===== src/rtl/shift_seq_pkg.sv =====
// Shared types and helpers for the shift-register frame sequencer.
package shift_seq_pkg;

  // Frame sequencing phases.
  typedef enum logic [1:0] {
    IDLE  = 2'd0,
    SHIFT = 2'd1,
    FLUSH = 2'd2,
    DONE  = 2'd3
  } state_e;

  // Width of the phase counter: it must reach WIDTH+DEPTH, the highest
  // enabled-cycle index within a frame.
  function automatic int cnt_w(input int width, input int depth);
    return $clog2(width + depth + 1);
  endfunction

endpackage


===== src/rtl/shift_frame_sequencer.sv =====
// Drives an external DEPTH-stage SISO shift register as a serial loopback:
// one parallel word goes out MSB-first, the register is flushed, and the
// word is rebuilt from the serial output and presented with a valid pulse.
//
// Handshake: a word transfers on a rising edge where tx_valid and tx_ready
// are both high; tx_ready is only high in IDLE, so tx_valid/tx_data are
// ignored at all other times. rx_valid is a single-cycle pulse with no
// back-pressure; rx_data holds its value until the next frame completes.
module shift_frame_sequencer
  import shift_seq_pkg::*;
#(
  parameter int WIDTH = 8,
  parameter int DEPTH = 4
) (
  input  logic             clk,
  input  logic             reset,
  input  logic [WIDTH-1:0] tx_data,
  input  logic             tx_valid,
  output logic             tx_ready,
  output logic             sr_en,
  output logic             sr_si,
  input  logic             sr_so,
  output logic [WIDTH-1:0] rx_data,
  output logic             rx_valid,
  output logic             busy
);

  localparam int CW = cnt_w(WIDTH, DEPTH);

  localparam logic [CW-1:0] SHIFT_LAST = CW'(WIDTH - 1);
  localparam logic [CW-1:0] FLUSH_LAST = CW'(DEPTH - 1);
  localparam logic [CW-1:0] CAP_FIRST  = CW'(DEPTH + 1);
  localparam logic [CW-1:0] WIDTH_C    = CW'(WIDTH);
  localparam logic [CW-1:0] ONE_C      = CW'(1);

  state_e           state_q, state_d;
  logic [CW-1:0]    cnt_q, cnt_d;
  logic [WIDTH-1:0] shadow_q, shadow_d;
  logic [WIDTH-1:0] rx_shift_q, rx_shift_d;
  logic [WIDTH-1:0] rx_data_q, rx_data_d;
  logic [CW-1:0]    en_idx;
  logic             capture;

  // State register; reset aborts any frame in flight at once.
  always_ff @(posedge clk or negedge reset) begin
    if (!reset) begin
      state_q <= IDLE;
    end else begin
      state_q <= state_d;
    end
  end

  // Next-state: SHIFT lasts WIDTH cycles, FLUSH lasts DEPTH cycles.
  always_comb begin
    state_d = state_q;
    unique case (state_q)
      IDLE:    if (tx_valid) state_d = SHIFT;
      SHIFT:   if (cnt_q == SHIFT_LAST) state_d = FLUSH;
      FLUSH:   if (cnt_q == FLUSH_LAST) state_d = DONE;
      DONE:    state_d = IDLE;
      default: state_d = IDLE;
    endcase
  end

  // Outputs decode from registered state and shadow only.
  always_comb begin
    tx_ready = (state_q == IDLE);
    busy     = (state_q != IDLE);
    sr_en    = (state_q == SHIFT) || (state_q == FLUSH);
    sr_si    = (state_q == SHIFT) ? shadow_q[WIDTH-1] : 1'b0;
    rx_valid = (state_q == DONE);
    rx_data  = rx_data_q;
  end

  // Datapath next values: counter, outgoing shadow, incoming capture.
  always_comb begin
    // Counter restarts on every phase change and rests at zero in IDLE.
    if ((state_d != state_q) || (state_q == IDLE)) begin
      cnt_d = '0;
    end else begin
      cnt_d = cnt_q + ONE_C;
    end

    // 1-based index of the current enabled cycle within the frame.
    en_idx = (state_q == FLUSH) ? (WIDTH_C + cnt_q + ONE_C) : (cnt_q + ONE_C);

    // Bits reaching sr_so before index DEPTH+1 are leftovers from before
    // the frame, so sampling starts only once the first sent bit arrives.
    capture = sr_en && (en_idx >= CAP_FIRST);

    shadow_d = shadow_q;
    if ((state_q == IDLE) && tx_valid) begin
      shadow_d = tx_data;
    end else if (state_q == SHIFT) begin
      shadow_d = {shadow_q[WIDTH-2:0], 1'b0};
    end

    rx_shift_d = capture ? {rx_shift_q[WIDTH-2:0], sr_so} : rx_shift_q;

    // The last sample lands on the FLUSH->DONE edge, so publish the
    // updated value there to have rx_data valid alongside rx_valid.
    rx_data_d = ((state_q == FLUSH) && (state_d == DONE)) ? rx_shift_d : rx_data_q;
  end

  // Datapath registers.
  always_ff @(posedge clk or negedge reset) begin
    if (!reset) begin
      cnt_q      <= '0;
      shadow_q   <= '0;
      rx_shift_q <= '0;
      rx_data_q  <= '0;
    end else begin
      cnt_q      <= cnt_d;
      shadow_q   <= shadow_d;
      rx_shift_q <= rx_shift_d;
      rx_data_q  <= rx_data_d;
    end
  end

endmodule


===== config.mk =====
export PLATFORM = sky130hd
export DESIGN_NAME = shift_frame_sequencer
export DESIGN_NICKNAME = d
export VERILOG_FILES = /design/src/rtl/shift_seq_pkg.sv /design/src/rtl/shift_frame_sequencer.sv
export SDC_FILE = /design/constraint.sdc
export NUM_CORES = 1
export LEC_CHECK = 0
export ABC_AREA = 1
export BUFFER_PORTS_ARGS = -buffer_cell sky130_fd_sc_hd__buf_2
export CORE_UTILIZATION = 45
export DETAILED_ROUTE_END_ITERATION = 10
export HOLD_SLACK_MARGIN = 0.06
export PLACE_DENSITY = 0.74
export SLEW_MARGIN = 10
export SYNTH_ARGS = -nofsm -noshare
export SYNTH_HDL_FRONTEND = slang
export SYNTH_SLANG_ARGS = --single-unit

===== constraint.sdc =====
create_clock -name clk -period 1.8 [get_ports clk]
set_input_delay 0.18 -clock clk [delete_from_list [all_inputs] [get_ports clk]]
set_output_delay 0.18 -clock clk [all_outputs]
set_load 0.01 [all_outputs]

Yosys cells after proc, flatten, opt, wreduce, memory -nomap -nowiden
Index checks and enable logic that the tools add are counted.
{"block": "totals", "reg_bits": 30, "out_inout_bits": 13}
{"block": "op_classes", "add_sub_neg": 3, "n_lt_le_gt_ge": 1, "eq_ne": 7, "muxes": 10, "reduce_logical": 8}
{"op": "$mux 8", "n": 3}
{"op": "$add 4x1->4 const B", "n": 2}
{"op": "$mux 4", "n": 2}
{"op": "$pmux 2 s4", "n": 1}
{"op": "$eq 2x2->1 const B", "n": 3}
{"op": "$mux 2", "n": 3}
{"op": "$add 4x4->4 const A", "n": 1}
{"op": "$eq 4x2->1 const B", "n": 1}
{"op": "$eq 4x3->1 const B", "n": 1}
{"op": "$ge 4x3->1 const B", "n": 1}
{"op": "$reduce_bool 2->1", "n": 2}
{"op": "$logic_and 1x1->1", "n": 3}
{"op": "$eq 2x1->1 const B", "n": 1}
{"op": "$logic_not 2->1", "n": 1}
{"op": "$logic_or 1x1->1", "n": 2}
{"op": "$ne 2x2->1", "n": 1}
{"op": "$mux 1", "n": 1}

Logic depth before layout (Yosys ltp)
{"block": "logic_depth", "word_depth": 6, "mapped_depth": 10, "mapped_depth_nobuf": 10}

Worst setup path after synthesis
OpenSTA, ideal clock, no wires.
{"block": "synth_timing", "kind": "flip-flop to flip-flop", "start": "register state_q[0]", "end": "register shadow_q[4]", "setup_ns": 0.124, "t_arrival_ns": 1.482, "t_required_ns": 1.676, "setup_slack_ns": 0.194, "stages_incl_launch_ff": 8, "n_path_buf": 2, "synth_period_minus_slack_ns": 1.606, "cell_sequence": "dfrtp_1 -> inv_1 -> ha_1 -> buf_2 -> nand2_1 -> buf_2 -> nand3_1 -> nand3_1"}
{"block": "synth_between", "elab_chain_len": 3, "word_cells_on_any_way": 5}
{"element": "from (decl)", "line": "shift_frame_sequencer.sv:36", "text": "state_e state_q, state_d;"}
{"element": "from (signal assigned)", "line": "shift_frame_sequencer.sv:49", "text": "state_q <= state_d;"}
{"element": "$logic_not 2->1 (*)"}
{"element": "via tx_ready", "line": "shift_frame_sequencer.sv:19", "text": "output logic tx_ready,"}
{"element": "$logic_and 1x1->1 (*)", "line": "shift_frame_sequencer.sv:92", "text": "if ((state_q == IDLE) && tx_valid) begin"}
{"element": "$mux 8 or $reduce_bool 2->1 (tied branches)"}
{"element": "to (signal assigned)", "line": "shift_frame_sequencer.sv:114", "text": "shadow_q <= shadow_d;"}
{"element": "to (decl)", "line": "shift_frame_sequencer.sv:38", "text": "logic [WIDTH-1:0] shadow_q, shadow_d;"}
Mark *: on every way through the listed nets, which the timed path passes. The rest lies on a longest branch.
A chain may end at the register's enable or synchronous reset.

Worst setup path after layout
{"block": "layout_timing", "start": "register state_q[0]", "end": "output port busy"}
{"block": "layout_between", "elab_chain_len": 1}
{"element": "$reduce_bool 2->1", "line": "shift_frame_sequencer.sv:68", "text": "busy = (state_q != IDLE);"}
{"element": "to (decl)", "line": "shift_frame_sequencer.sv:25", "text": "output logic busy"}
No other way between the ends.

==> key figures <==
Layout
  • Layout cells sized above 1: 21.9%
  • Register area: 751 µm²
  • Number of fill cells: 302
  • Nets: roughly 240
  • Synthesis-to-layout area growth: 19.8%
  • Total inserted antenna cells: 0
  • Multi-input gate area in the final layout: about 760 µm²

Yosys
  • Yosys warns: 0
  • Post-synthesis adder-cell area fraction: 5.45%
  • Sequential area share after synthesis: 46.7%
  • Async set-reset flop share out of synthesis: 100%
  • Largest family of logic cells by synthesized area: simple AND/OR/NAND/NOR gates
  • Synth Area in XOR/XNOR: 0.545%
  • Mean Syn Cell Area: 8.59 µm²
  • Synthesized cell area: 0.00161 mm²
  • Mapped Cells: 187
  • Synth Area in Simple Gates: 35.9%
  • Largest cells by area after synthesis: dfrtp_1 (47%), nand3_1 (15%), nand2_1 (8.2%), ha_1 (5.5%), inv_1 (4.9%)
  • Syn Nets: 206
  • Synth top area share: 46.7%
  • EDFF count, synth: 0
  • Commonest register cell after synthesis: dfrtp_1
  • Seq cells post-synth: 30
  • Synth Area in Compound Gates: under 10%
  • Top cells by instance count after synthesis: nand3_1 (48), nand2_1 (35), dfrtp_1 (30), inv_1 (21)
  • Mux share of post-synthesis cell area: 0%
  • Synth cell types: 24
  • Most frequent cell after synthesis: nand3_1
  • Cell accounting for the most synthesized area: dfrtp_1

Floorplanning
  • Die width: 61.8 µm
  • Die Y-Extent: approximately 60 µm
  • Initial core utilization: a little under half
  • Die ar.: 0.00381 mm²
  • Cell row count: 21
  • Core footprint: 0.00339 mm²
  • IO Count: 25

Placed design
  • Hpwl dp: between 2 and 2.5 mm
  • Gpl congestion: between 0.7 and 0.8
  • Post-placement setup slack: roughly 0.095 ns
  • Buffers on Ports: 24

Setup path
  • Critical Path RT: 1.62 ns
  • Delay-heaviest family, CP: buffers and inverters
  • Kind of critical path: flip-flop to primary output
  • Buffers plus inverters on the worst setup path: 4
  • Crit path cell chain: inv_2 > ha_4 > buf_4 > inv_1 > buf_2
  • Largest stage delay, worst path: 0.46 ns
  • Critical path fanouts, max: 7
  • CP Capture Type: primary output
  • Critical path launch point type: flip-flop
  • Worst reg-to-reg path cell count: 8
  • Worst EP arrival: 1.46 ns
  • Critical path's slowest cell: dfrtp_1
  • Critical path depth in cells: 5

STA
  • Setup Viol. Count Final: 0
  • Clk_skew: roughly 0.01 ns
  • Slew @ Worst Pin: 0.667 ns
  • RSZ-0062 raised after global routing: no
  • Final worst setup slack: approximately 0.16 ns
  • Fin crit share: 91.2%
  • Fin. Hold Viols: 0
  • Peak Freq: 609 MHz
  • Setup TNS: 0 ns
  • Slew headroom: 55.5%
  • Period minus WS final: approximately 1.6 ns
  • Slew Limit Fails: 0

Min path
  • Hold depth: 3
  • Min-Delay Path Class: input port to flip-flop

Power
  • Leakage: roughly 0.98 nW
  • Worst VDD drop: 845 µV
  • Pwr dens: 1880 mW/mm²

GRT
  • Initial antenna violation count: 0
  • Total grt overflow: 0
  • Largest net degree at the start of global routing: 31
  • Overall global routing resource usage: 19.2%
  • Global-route wire length before repair: approximately 5.2 mm
  • Vias in the first global route: between 1000 and 1500

Clock network
  • CTS tree: yes
  • CTS Buffer Depth: 2
  • CTS Root Cell: clkbuf_4
  • Postcts setup bufs: 0
  • H-tree Lvls: 2
  • # clock sinks: 30
  • Skew-Pair Late Insertion Delay: ~0.34 ns
  • CTS buffer count: 5
  • Clock Pin Slew Worst Setup and Hold Paths: approximately 0.10 ns

Status
  • Status: finished clean

Route
  • DR WL/cell: about 12 µm
  • Post-route ant nets: 0
  • Final wirelength: 3.07 mm
  • DRT iter0 DRCs: between 50 and 60
  • Via/cell ratio: around 5
  • DRC Markers: 0
  • Drt pass-1 iters: 4
  • Via count: 1319

Run
  • Max-cap viol count: 0
==> worst register-to-register path, cell delays in order, from the launching register on <==
cell and delay [ns]:
dfrtp_1 0.44, inv_1 0.07, ha_1 0.18, or2_0 0.19, nand2_1 0.13, nand3_4 0.15, nand2_4 0.13, nand2_1 0.07
and2_1 0.14
==> metal layers <==
metal	GRT usage, %	routed length [µm]
met3	6.42	186
met5	0	0
met2	30.7	1400
met4	7.30	53
met1	24.1	1430
==> cell usage in the layout, fill, tap and decap left out <==
| cell type | netlist | final |
|---|---|---|
| a21boi_1 | 1 | 1 |
| a21oi_1 | 1 | 1 |
| a31oi_1 | 1 | 1 |
| and2_1 | 8 | 8 |
| buf_2 | 5 | 24 |
| buf_4 | 0 | 4 |
| bufinv_16 | 0 | 2 |
| clkbuf_4 | 0 | 5 |
| clkbuf_8 | 0 | 1 |
| dfrtp_1 | 30 | 30 |
| dlygate4sd3_1 | 0 | 2 |
| ha_1 | 7 | 5 |
| ha_2 | 0 | 1 |
| ha_4 | 0 | 1 |
| inv_1 | 21 | 19 |
| inv_2 | 0 | 2 |
| nand2_1 | 35 | 35 |
| nand2_2 | 1 | 1 |
| nand2_4 | 2 | 2 |
| nand3_1 | 48 | 48 |
| nand3_2 | 1 | 1 |
| nand3_4 | 2 | 2 |
| nand3b_1 | 1 | 1 |
| nand4_1 | 2 | 2 |
| nor2_1 | 4 | 4 |
| nor2_8 | 1 | 1 |
| nor3_1 | 4 | 4 |
| o21ai_0 | 8 | 8 |
| o21ai_2 | 1 | 1 |
| or2_0 | 1 | 1 |
| xor2_1 | 1 | 1 |
==> where the power goes <==
part / internal, W / switching (W)
logic: 0.000688 / 0.00110
registers: 0.000969 / 0.000149
clock network: 0.000470 / 0.000245
total: 0.00213 / 0.00150
==> cells by family (layout without fill, tap and decap cells) <==
logic type / after synthesis / after routing
AO/OA/AOI/OAI: 12 / 12
XOR/XNOR: 1 / 1
adder cells (fa/ha/maj): 7 / 7
buffers and inverters: 27 / 59
flip-flops: 30 / 30
AND/OR/NAND/NOR: 110 / 110
==> per-stage QoR <==
stage,hold slack (ns),area (µm²),power [W],cells,utilization (%)
after floorplan,-0.116,1610,0.00238,187,-
after global placement,0.256,1780,0.00284,255,52.5
after detailed placement,0.253,1780,0.00287,255,52.5
after CTS,0.0783,1910,0.00361,265,56.4
after global routing,0.0774,1920,0.00396,265,56.8
final,0.0823,1920,0.00363,265,56.8
==> registers in the layout (all words and copies together), names as in the netlist <==
signal,cells
rx_data,8
rx_shift_q,8
shadow_q,8
cnt_q,4
state_q,2
==> final timing paths <==
| kind | start | endpoint | slack, ns |
|---|---|---|---|
| max | state_q[0] | busy | 0.16 |
| min | tx_data[4] | shadow_q[4] | 0.08 |
| max reg2reg | cnt_q[0] | rx_shift_q[2] | 0.19 |
| min reg2reg | shadow_q[0] | shadow_q[0] | 0.51 |
| max in group asynchronous | reset | rx_data[0] | 0.95 |
| min in group asynchronous | reset | cnt_q[1] | 0.40 |
==> timing repair <==
item	CTS	global route
gates resized for setup	1	4
hold buffers	2	0
gates cloned	0	0
endpoints found under the hold margin	31	0
setup endpoints to repair	2	19
==> layout make-up <==
cell class                      instances  share of cell area (%)
Multi-Input combinational cell        130                    39.3
Clock inverter                          2                    3.12
Clock buffer                            6                    2.67
Inverter                               21                    4.10
Timing Repair Buffer                   30                    8.84
Tap cell                               46                    2.99
Sequential cell                        30                    39.0
(Power assumes the default switching activity.)
